**config.mk**
```make
export PLATFORM = sky130hd
export DESIGN_NAME = fb_hazard_ctrl
export DESIGN_NICKNAME = d
export VERILOG_FILES = /design/src/rtl/fb_hazard_ctrl.sv
export SDC_FILE = /design/constraint.sdc
export NUM_CORES = 1
export LEC_CHECK = 0
export CORE_MARGIN = 3
export CORE_UTILIZATION = 43
export CTS_BUF_LIST = sky130_fd_sc_hd__clkbuf_4 sky130_fd_sc_hd__clkbuf_8
export DETAILED_ROUTE_END_ITERATION = 7
export PLACE_DENSITY = 0.73
export SLEW_MARGIN = 0
export SYNTH_ARGS = -nofsm -noshare
export SYNTH_HDL_FRONTEND = slang
export SYNTH_SLANG_ARGS = --single-unit
```
**constraint.sdc**
```tcl
create_clock -name clk -period 7 [get_ports clk]
set_clock_uncertainty 0.05 [all_clocks]
set_input_delay 2.1 -clock clk [delete_from_list [all_inputs] [get_ports clk]]
set_output_delay 2.1 -clock clk [all_outputs]
set_load 0.02 [all_outputs]
```
**src/rtl/fb_hazard_ctrl.sv**
```systemverilog
// Pipeline hazard/stall controller: load-use bubbles, taken-branch flush and data-memory wait freeze.
// Outputs are Mealy; the FSM only remembers multi-cycle stalls.
module fb_hazard_ctrl #(
    parameter int unsigned LOAD_USE_STALL = 1,
    parameter int unsigned MEM_TIMEOUT    = 255,
    parameter int unsigned CNT_W          = 8
) (
    input  logic        clk,
    input  logic        rst,
    input  logic [4:0]  id_register_rs1,
    input  logic [4:0]  id_register_rs2,
    input  logic        id_use_rs1,
    input  logic        id_use_rs2,
    input  logic        ex_mem_read,
    input  logic [4:0]  ex_register_rd,
    input  logic        ex_branch_taken,
    input  logic        mem_req,
    input  logic        mem_ready,
    output logic        pc_we,
    output logic        ifid_we,
    output logic        idex_we,
    output logic        exmem_we,
    output logic        memwb_we,
    output logic        ifid_flush,
    output logic        idex_lock,
    output logic [1:0]  state,
    output logic        mem_timeout,
    output logic [31:0] stall_cycles
);

    typedef enum logic [1:0] {
        RUN      = 2'd0,
        LU_STALL = 2'd1,
        MEM_WAIT = 2'd2
    } state_e;

    typedef enum logic [1:0] {
        P_FREEZE,
        P_BUBBLE,
        P_FLUSH,
        P_GO
    } pat_e;

    localparam logic [CNT_W-1:0] ONE_C = CNT_W'(1);
    localparam logic [CNT_W-1:0] LUS_C = CNT_W'(LOAD_USE_STALL);
    localparam logic [CNT_W-1:0] MT_C  = CNT_W'(MEM_TIMEOUT);

    state_e           state_q, state_d;
    logic [CNT_W-1:0] wait_cnt_q, wait_cnt_d;
    logic [CNT_W-1:0] bub_cnt_q, bub_cnt_d;
    logic             mem_timeout_q;
    logic             timeout_set;
    logic [31:0]      stall_cycles_q;
    logic             mem_stall;
    logic             load_use;
    logic             do_run;
    pat_e             pat;

    assign mem_stall = mem_req & ~mem_ready;
    assign load_use  = ex_mem_read & (ex_register_rd != 5'd0) &
                       ((id_use_rs1 & (id_register_rs1 == ex_register_rd)) |
                        (id_use_rs2 & (id_register_rs2 == ex_register_rd)));

    always_comb begin
        pat         = P_FREEZE;
        state_d     = state_q;
        wait_cnt_d  = wait_cnt_q;
        bub_cnt_d   = bub_cnt_q;
        timeout_set = 1'b0;
        do_run      = 1'b0;

        case (state_q)
            RUN: do_run = 1'b1;
            LU_STALL: begin
                if (mem_stall) begin
                    pat        = P_FREEZE;
                    state_d    = MEM_WAIT;
                    wait_cnt_d = ONE_C;
                end else begin
                    pat       = P_BUBBLE;
                    bub_cnt_d = bub_cnt_q + ONE_C;
                    if (bub_cnt_q + ONE_C == LUS_C) state_d = RUN;
                end
            end
            MEM_WAIT: begin
                if (mem_stall) begin
                    if (wait_cnt_q >= MT_C) begin
                        pat         = P_GO;
                        timeout_set = 1'b1;
                        state_d     = RUN;
                    end else begin
                        pat        = P_FREEZE;
                        wait_cnt_d = wait_cnt_q + ONE_C;
                    end
                end else begin
                    do_run = 1'b1;
                end
            end
            default: state_d = RUN;
        endcase

        // A completed memory wait falls through to the same decision RUN would make.
        if (do_run) begin
            state_d = RUN;
            if (mem_stall) begin
                pat        = P_FREEZE;
                state_d    = MEM_WAIT;
                wait_cnt_d = ONE_C;
            end else if (ex_branch_taken) begin
                pat = P_FLUSH;
            end else if (load_use) begin
                pat = P_BUBBLE;
                if (LOAD_USE_STALL > 1) begin
                    state_d   = LU_STALL;
                    bub_cnt_d = ONE_C;
                end
            end else begin
                pat = P_GO;
            end
        end

        if (rst) pat = P_FREEZE;
    end

    always_comb begin
        pc_we      = 1'b0;
        ifid_we    = 1'b0;
        idex_we    = 1'b0;
        exmem_we   = 1'b0;
        memwb_we   = 1'b0;
        ifid_flush = 1'b0;
        idex_lock  = 1'b0;
        case (pat)
            P_BUBBLE: begin
                idex_we   = 1'b1;
                idex_lock = 1'b1;
                exmem_we  = 1'b1;
                memwb_we  = 1'b1;
            end
            P_FLUSH: begin
                pc_we      = 1'b1;
                ifid_we    = 1'b1;
                idex_we    = 1'b1;
                exmem_we   = 1'b1;
                memwb_we   = 1'b1;
                ifid_flush = 1'b1;
                idex_lock  = 1'b1;
            end
            P_GO: begin
                pc_we    = 1'b1;
                ifid_we  = 1'b1;
                idex_we  = 1'b1;
                exmem_we = 1'b1;
                memwb_we = 1'b1;
            end
            default: ;
        endcase
    end

    always_ff @(posedge clk) begin
        if (rst) begin
            state_q        <= RUN;
            wait_cnt_q     <= '0;
            bub_cnt_q      <= '0;
            mem_timeout_q  <= 1'b0;
            stall_cycles_q <= '0;
        end else begin
            state_q    <= state_d;
            wait_cnt_q <= wait_cnt_d;
            bub_cnt_q  <= bub_cnt_d;
            if (timeout_set) mem_timeout_q <= 1'b1;
            if (!pc_we && (stall_cycles_q != '1)) stall_cycles_q <= stall_cycles_q + 32'd1;
        end
    end

    assign state        = state_q;
    assign mem_timeout  = mem_timeout_q;
    assign stall_cycles = stall_cycles_q;

endmodule
```
=== After elaboration in Yosys (flattened, before gate mapping) ===
Cells that the tools add are included.

* Output and inout bits: 42
* Input bits: 23
* Flip-flop bits (word level): 51

* Reductions and logical operators: 9
* $lt $le $gt $ge: 1
* Bitwise gates (word level): 8
* Muxes and demuxes: 31
* Equal/unequal tests: 13
* Add/sub/neg operators: 3

{| class="wikitable"
|+ Operators with widths
! operator !! count
|-
| 8-bit 2-to-1 mux || 5
|-
| 32-bit by 1-bit adder with 32-bit output, second input constant || 1
|-
| 32-bit != test, second input constant || 1
|-
| 2-bit 2-to-1 mux || 13
|-
| 8-bit by 1-bit adder with 8-bit output, second input constant || 2
|-
| 8-bit one-hot mux with 2 select lines || 1
|-
| 5-bit == test || 2
|-
| 1-bit 2-to-1 mux || 9
|-
| 8-bit by 1-bit == test with 1-bit output, second input constant || 1
|-
| 8-bit greater-or-equal comparator, second input constant || 1
|-
| 2-bit == test, second input constant || 3
|-
| 3-bit != test, second input constant || 2
|-
| 2-bit one-hot mux with 3 select lines || 1
|-
| 1-bit AND || 5
|-
| 5-bit nonzero test || 1
|-
| 2-bit by 1-bit == test with 1-bit output, second input constant || 2
|-
| 4-bit != test, second input constant || 1
|-
| 2-bit one-hot mux with 2 select lines || 1
|-
| 4-bit AND reduction || 1
|-
| 2-bit OR reduction || 2
|-
| 3-bit OR reduction || 1
|-
| 2-bit zero test || 1
|-
| 2-bit != test, second input constant || 1
|-
| 1-bit inverter || 2
|-
| other kinds (5) || 5
|}

=== Logic depth before layout (Yosys ltp) ===
* Word-level depth: 14
* Depth in mapped cells: 13
* Depth with buffers taken out: 12

=== Worst setup path before layout ===
Ideal clock, no wire load.

* Path type: in2out
* Start: input mem_ready
* End: output pc_we
* Path buffers: 1
* Arrival time: 3.788 ns
* Setup slack: 1.062 ns
* Stages on the path: 7
* Required time: 4.850 ns
* Path through: nand2b_1 -> o21bai_1 -> and3b_1 -> ha_1 -> nor2_2 -> inv_1 -> buf_4

* Cells in the longest elaborated chain, start to end: 9
* Elaborated cells between the ends (all ways): 14
* Classes of those cells: eq/ne (2); mux (9); bitwise (2); reduce/logical (1)

{| class="wikitable"
|+ Ends and longest elaborated chain
! what !! RTL line !! text
|-
| from (decl) || 18 || <nowiki>input logic mem_ready,</nowiki>
|-
| 1-bit inverter * || 59 || <nowiki>assign mem_stall = mem_req & ~mem_ready;</nowiki>
|-
| 1-bit AND * || 59 ||
|-
| 2-bit 2-to-1 mux / 1-bit 2-to-1 mux (equally long branches) || 86, 75 ||
|-
| 2-bit one-hot mux with 2 select lines / 1-bit one-hot mux with 2 select lines (equally long branches) || 72 || <nowiki>case (state_q)</nowiki>
|-
| 2-bit 2-to-1 mux * || 103 || <nowiki>if (do_run) begin</nowiki>
|-
| 2-bit 2-to-1 mux * || 122 || <nowiki>if (rst) pat = P_FREEZE;</nowiki>
|-
| 2-bit == test || - ||
|-
| 2-bit OR reduction (no line) * || - ||
|-
| 1-bit 2-to-1 mux * || - ||
|-
| to (decl) || 19 || <nowiki>output logic pc_we,</nowiki>
|}

Every way passes the cells marked *; elsewhere a longest branch is shown, timed or not.

=== Worst setup path in the final report ===
* Start: input ex_register_rd[1]
* End: output ifid_we

* Cells in the longest elaborated chain, start to end: 12
* Elaborated cells between the ends (all ways): 17
* Classes of those cells: eq/ne (4); mux (6); bitwise (5); reduce/logical (2)

{| class="wikitable"
|+ Ends and longest elaborated chain
! what !! RTL line !! text
|-
| from (decl) || 15 || <nowiki>input logic [4:0] ex_register_rd,</nowiki>
|-
| 5-bit == test (on tied branches) || 61, 62 ||
|-
| 1-bit AND (on tied branches) || 61, 62 ||
|-
| 1-bit OR || 61 || <nowiki>((id_use_rs1 & (id_register_rs1 == ex_register_rd)) |</nowiki>
|-
| 1-bit AND * || 60 || <nowiki>assign load_use = ex_mem_read & (ex_register_rd != 5'd0) &</nowiki>
|-
| 2-bit 2-to-1 mux * || 111 || <nowiki>end else if (load_use) begin</nowiki>
|-
| 2-bit 2-to-1 mux * || 109 || <nowiki>end else if (ex_branch_taken) begin</nowiki>
|-
| 2-bit 2-to-1 mux * || 105 || <nowiki>if (mem_stall) begin</nowiki>
|-
| 2-bit 2-to-1 mux * || 103 ||
|-
| 2-bit 2-to-1 mux * || 122 ||
|-
| 2-bit == test || 133 || <nowiki>case (pat)</nowiki>
|-
| 2-bit OR reduction (no line) * || - ||
|-
| 1-bit 2-to-1 mux * || 133 ||
|-
| to (decl) || 20 || <nowiki>output logic ifid_we,</nowiki>
|}

Marks and branches as above.

==> impl_results.md <==
* Slew margin rel. at between 50% and 60%
* Die X at ~80 um
* Synthesized cell area at ~2400 um2
* Slew @ Worst Pin at around 700 ps
* DP Worst Slack at ~350 ps
* Arrival time worst endpoint at around 4500 ps
* Routed WL per cell at ~14 um
* Static leakage at just over 0.001 uW
* Grt total ovfl at 0
* Status: finished clean
* Hold Path Origin: mem_timeout
* Total Routing Usage GR at 18.1%
* CP max FO at 3
* Yosys warns at 0
* # rows at 26
* Floorplan Core Area at 5240 um2
* Clk pwr share at 38.3%
* Multi-input logic area at around 1400 um2
* Initial antenna violation count at 0
* Area leader, netlist: dfxtp_1
* Peak VDD IR at between 0.09 and 0.1 mV
* Number of buffers added on ports at 63
* Mapped Nets at between 300 and 400
* Setup-failing EPs final at 0
* Reg2reg end: stall_cycles[23]
* Global-route wire length before repair at 9280 um
* CTS tree: done
* Pwr dens at approximately 160 nW/um2
* CTS Hold Buffers Added at 0
* Share of the synthesized area in the top cell type at between 30% and 40%
* Largest net degree at the start of global routing at 37
* Worst R2R Start: wait_cnt_q[0]
* Clk sinks at 42
* Crit Path Class: in -> out
* CTS H-Tree Depth at 2
* Layout cells sized above 1 at 6.80%
* CP required at slightly below 5000 ps
* Die footprint at 6450 um2
* Post-synth top cells: dfxtp_1, nor2_1, xnor2_1
* Number of synthesized register bits at 42
* Fin crit period at roughly 6600 ps
* Via count at between 2,000 and 2,500
* Final WL at about 5600 um
* Vias in the first global route at 2,053
* Cts repair resizes at 0
* Setup_tns at 0 ps
* Combinational share of power at about an eighth
* Routed Antenna Nets at 0
* Routability Congestion at 0.851
* Register area share after synthesis at 35.4%
* Drt drc at 0
* Seq pwr share at about half
* Layout overhead on the synthesized area at 32.6%
* Peak Freq at ~150 MHz
* Most common cell in the synthesized netlist: dfxtp_1
* Post-layout util at about three fifths
* Final worst-path cycle share at 94.6%
* Storage element area at 841 um2
* Final hold vios at 0
* Number of fill cells at roughly 490
* DRT iter0 DRCs at 83
* Cell count after synthesis at roughly 280
* Fin area at around 3200 um2
* RSZ-0062 raised after global routing: false
* Total CTS buffers at 5
* PnR worst setup slack at around 380 ps
* Post-DP HPWL at approximately 4200 um
* DP Area at 3040 um2
* Ys flop type: dfxtp_1
* Yosys cell types at 53
* Worst min path class: reg -> reg
* Reg clk slew, reported paths at around 90 ps
* Syn Area/Cell at 8.55 um2
* Fin cells at slightly above 400
* Drt pass-1 iters at 4
* I/O Pins at between 60 and 70
* Setup slack, reg-to-reg at 3670 ps
* Die H at 80.3 um
* Startpoint Class: input port
* Placed cell count at 400
* Setup crit end kind: primary output
* Hold EP: mem_timeout
* Via-per-instance ratio at roughly 5.4
* Initial Utilization at approximately 45%
* Post-CTS Setup Bufs at 0
* R2R cell count at 12
* Switch Pwr at 126 uW
* Clock Path Buffers at 2
* Top cells by area, synth: dfxtp_1, xnor2_1, nor2_1
* Int Pwr at about 380 uW
* Async S/R FF share, synth at 0%
* Clock root cell: clkbuf_8
* Final Max Slew Viols at 0
* Diode count at 0
* Fin nets at 365
* Sw frac at 24.7%
* Post-synth EDFFs at 0
* Clock Latency Late Sink at 300 ps
* Hold path cells at 2
* Max Cap Violations at 0
[registers in the layout, summed over array words and instances (netlist names)]
signal and flops:
mem_timeout 1, state 1, wait_cnt_q 8, stall_cycles 32
[cell type report]
type	instances	share of cell area, %
tap	70	2.78
inverter	8	0.953
sequential	42	26.7
clock buffer	5	2.18
multi-input combinational	213	45.0
timing repair buffer	67	21.0
clock inverter	3	1.43
[metal layers]
layer  vias to the layer above  track usage (%)  routed length [um]
met4                         0             6.08                  90
met3                        12             3.81                 221
met5                         -                0                   0
met1                      1001             23.8                2670
li1                       1127                -                   -
met2                        43             29.4                2650
[cell families (layout without fill, tap and decap cells)]
group / after synthesis / after routing / share of synthesized area, %
AOI/OAI and AO/OA: 53 / 53 / 14.5
buffers and inverters: 23 / 83 / 4.90
xor gates and xnor gates: 29 / 29 / 10.7
muxes: 5 / 5 / 2.21
and+or+nand+nor: 120 / 120 / 29.5
DFF: 42 / 42 / 35.4
adders and majority gates: 5 / 5 / 2.63
other: 1 / 1 / 0.158
[worst max-delay path by stage]
stage	from	endpoint	slack (ps)	cells after the start
after CTS	ex_register_rd[1]	ifid_we	350	8
after global placement	ex_register_rd[1]	pc_we	410	8
final	ex_register_rd[1]	ifid_we	380	8
after global routing	ex_register_rd[1]	ifid_we	200	8
after detailed placement	ex_register_rd[1]	ifid_we	350	8
after floorplan	mem_ready	pc_we	1060	7
[power by group through the flow]
stage	clock network (uW)	logic (uW)	registers (uW)
5_1_grt	210	73.1	248
4_1_cts	200	67.8	247
2_1_floorplan	0	33.5	255
3_5_place_dp	0	67.8	253
3_3_place_gp	0	66.6	253
6_report	195	67.2	247
[worst max-delay path, cell delays in order]
cell and delay [ps]:
clkdlybuf4s50_1 470, or4_1 540, o211ai_1 210, and3b_1 210, ha_1 180, nor2_2 50
inv_1 100, clkdlybuf4s50_1 620
[cells in the final DEF (no fill, tap or decap), types with 2 or more instances in the layout]
| master | instances |
|---|---|
| clkdlybuf4s50_1 | 63 |
| dfxtp_1 | 42 |
| nor2_1 | 35 |
| xnor2_1 | 27 |
| nand2_1 | 17 |
| a21oi_1 | 15 |
| nand3_1 | 13 |
| nand4_1 | 11 |
| inv_1 | 8 |
| a31oi_1 | 8 |
| o21ai_0 | 7 |
| or4_1 | 6 |
| a211oi_1 | 6 |
| and4_1 | 5 |
| ha_1 | 5 |
| clkbuf_8 | 5 |
| or3_1 | 4 |
| o31ai_1 | 4 |
| nor3_1 | 4 |
| buf_4 | 4 |
| nor2b_1 | 3 |
| and3_1 | 3 |
| a311oi_1 | 3 |
| mux2i_1 | 3 |
| nand2b_1 | 2 |
| a211o_1 | 2 |
| or2_2 | 2 |
| o211ai_1 | 2 |
| nand3b_1 | 2 |
| xor2_1 | 2 |
| nor4b_2 | 2 |
| clkinvlp_4 | 2 |
[metrics by stage]
stage | power, uW | hold WS (ps)
global route | 530 | 475
global placement | 319 | 435
CTS | 515 | 461
finish | 509 | 457
detailed placement | 321 | 432
floorplan | 288 | 422
Note: power is estimated with default switching activity, not from simulation.
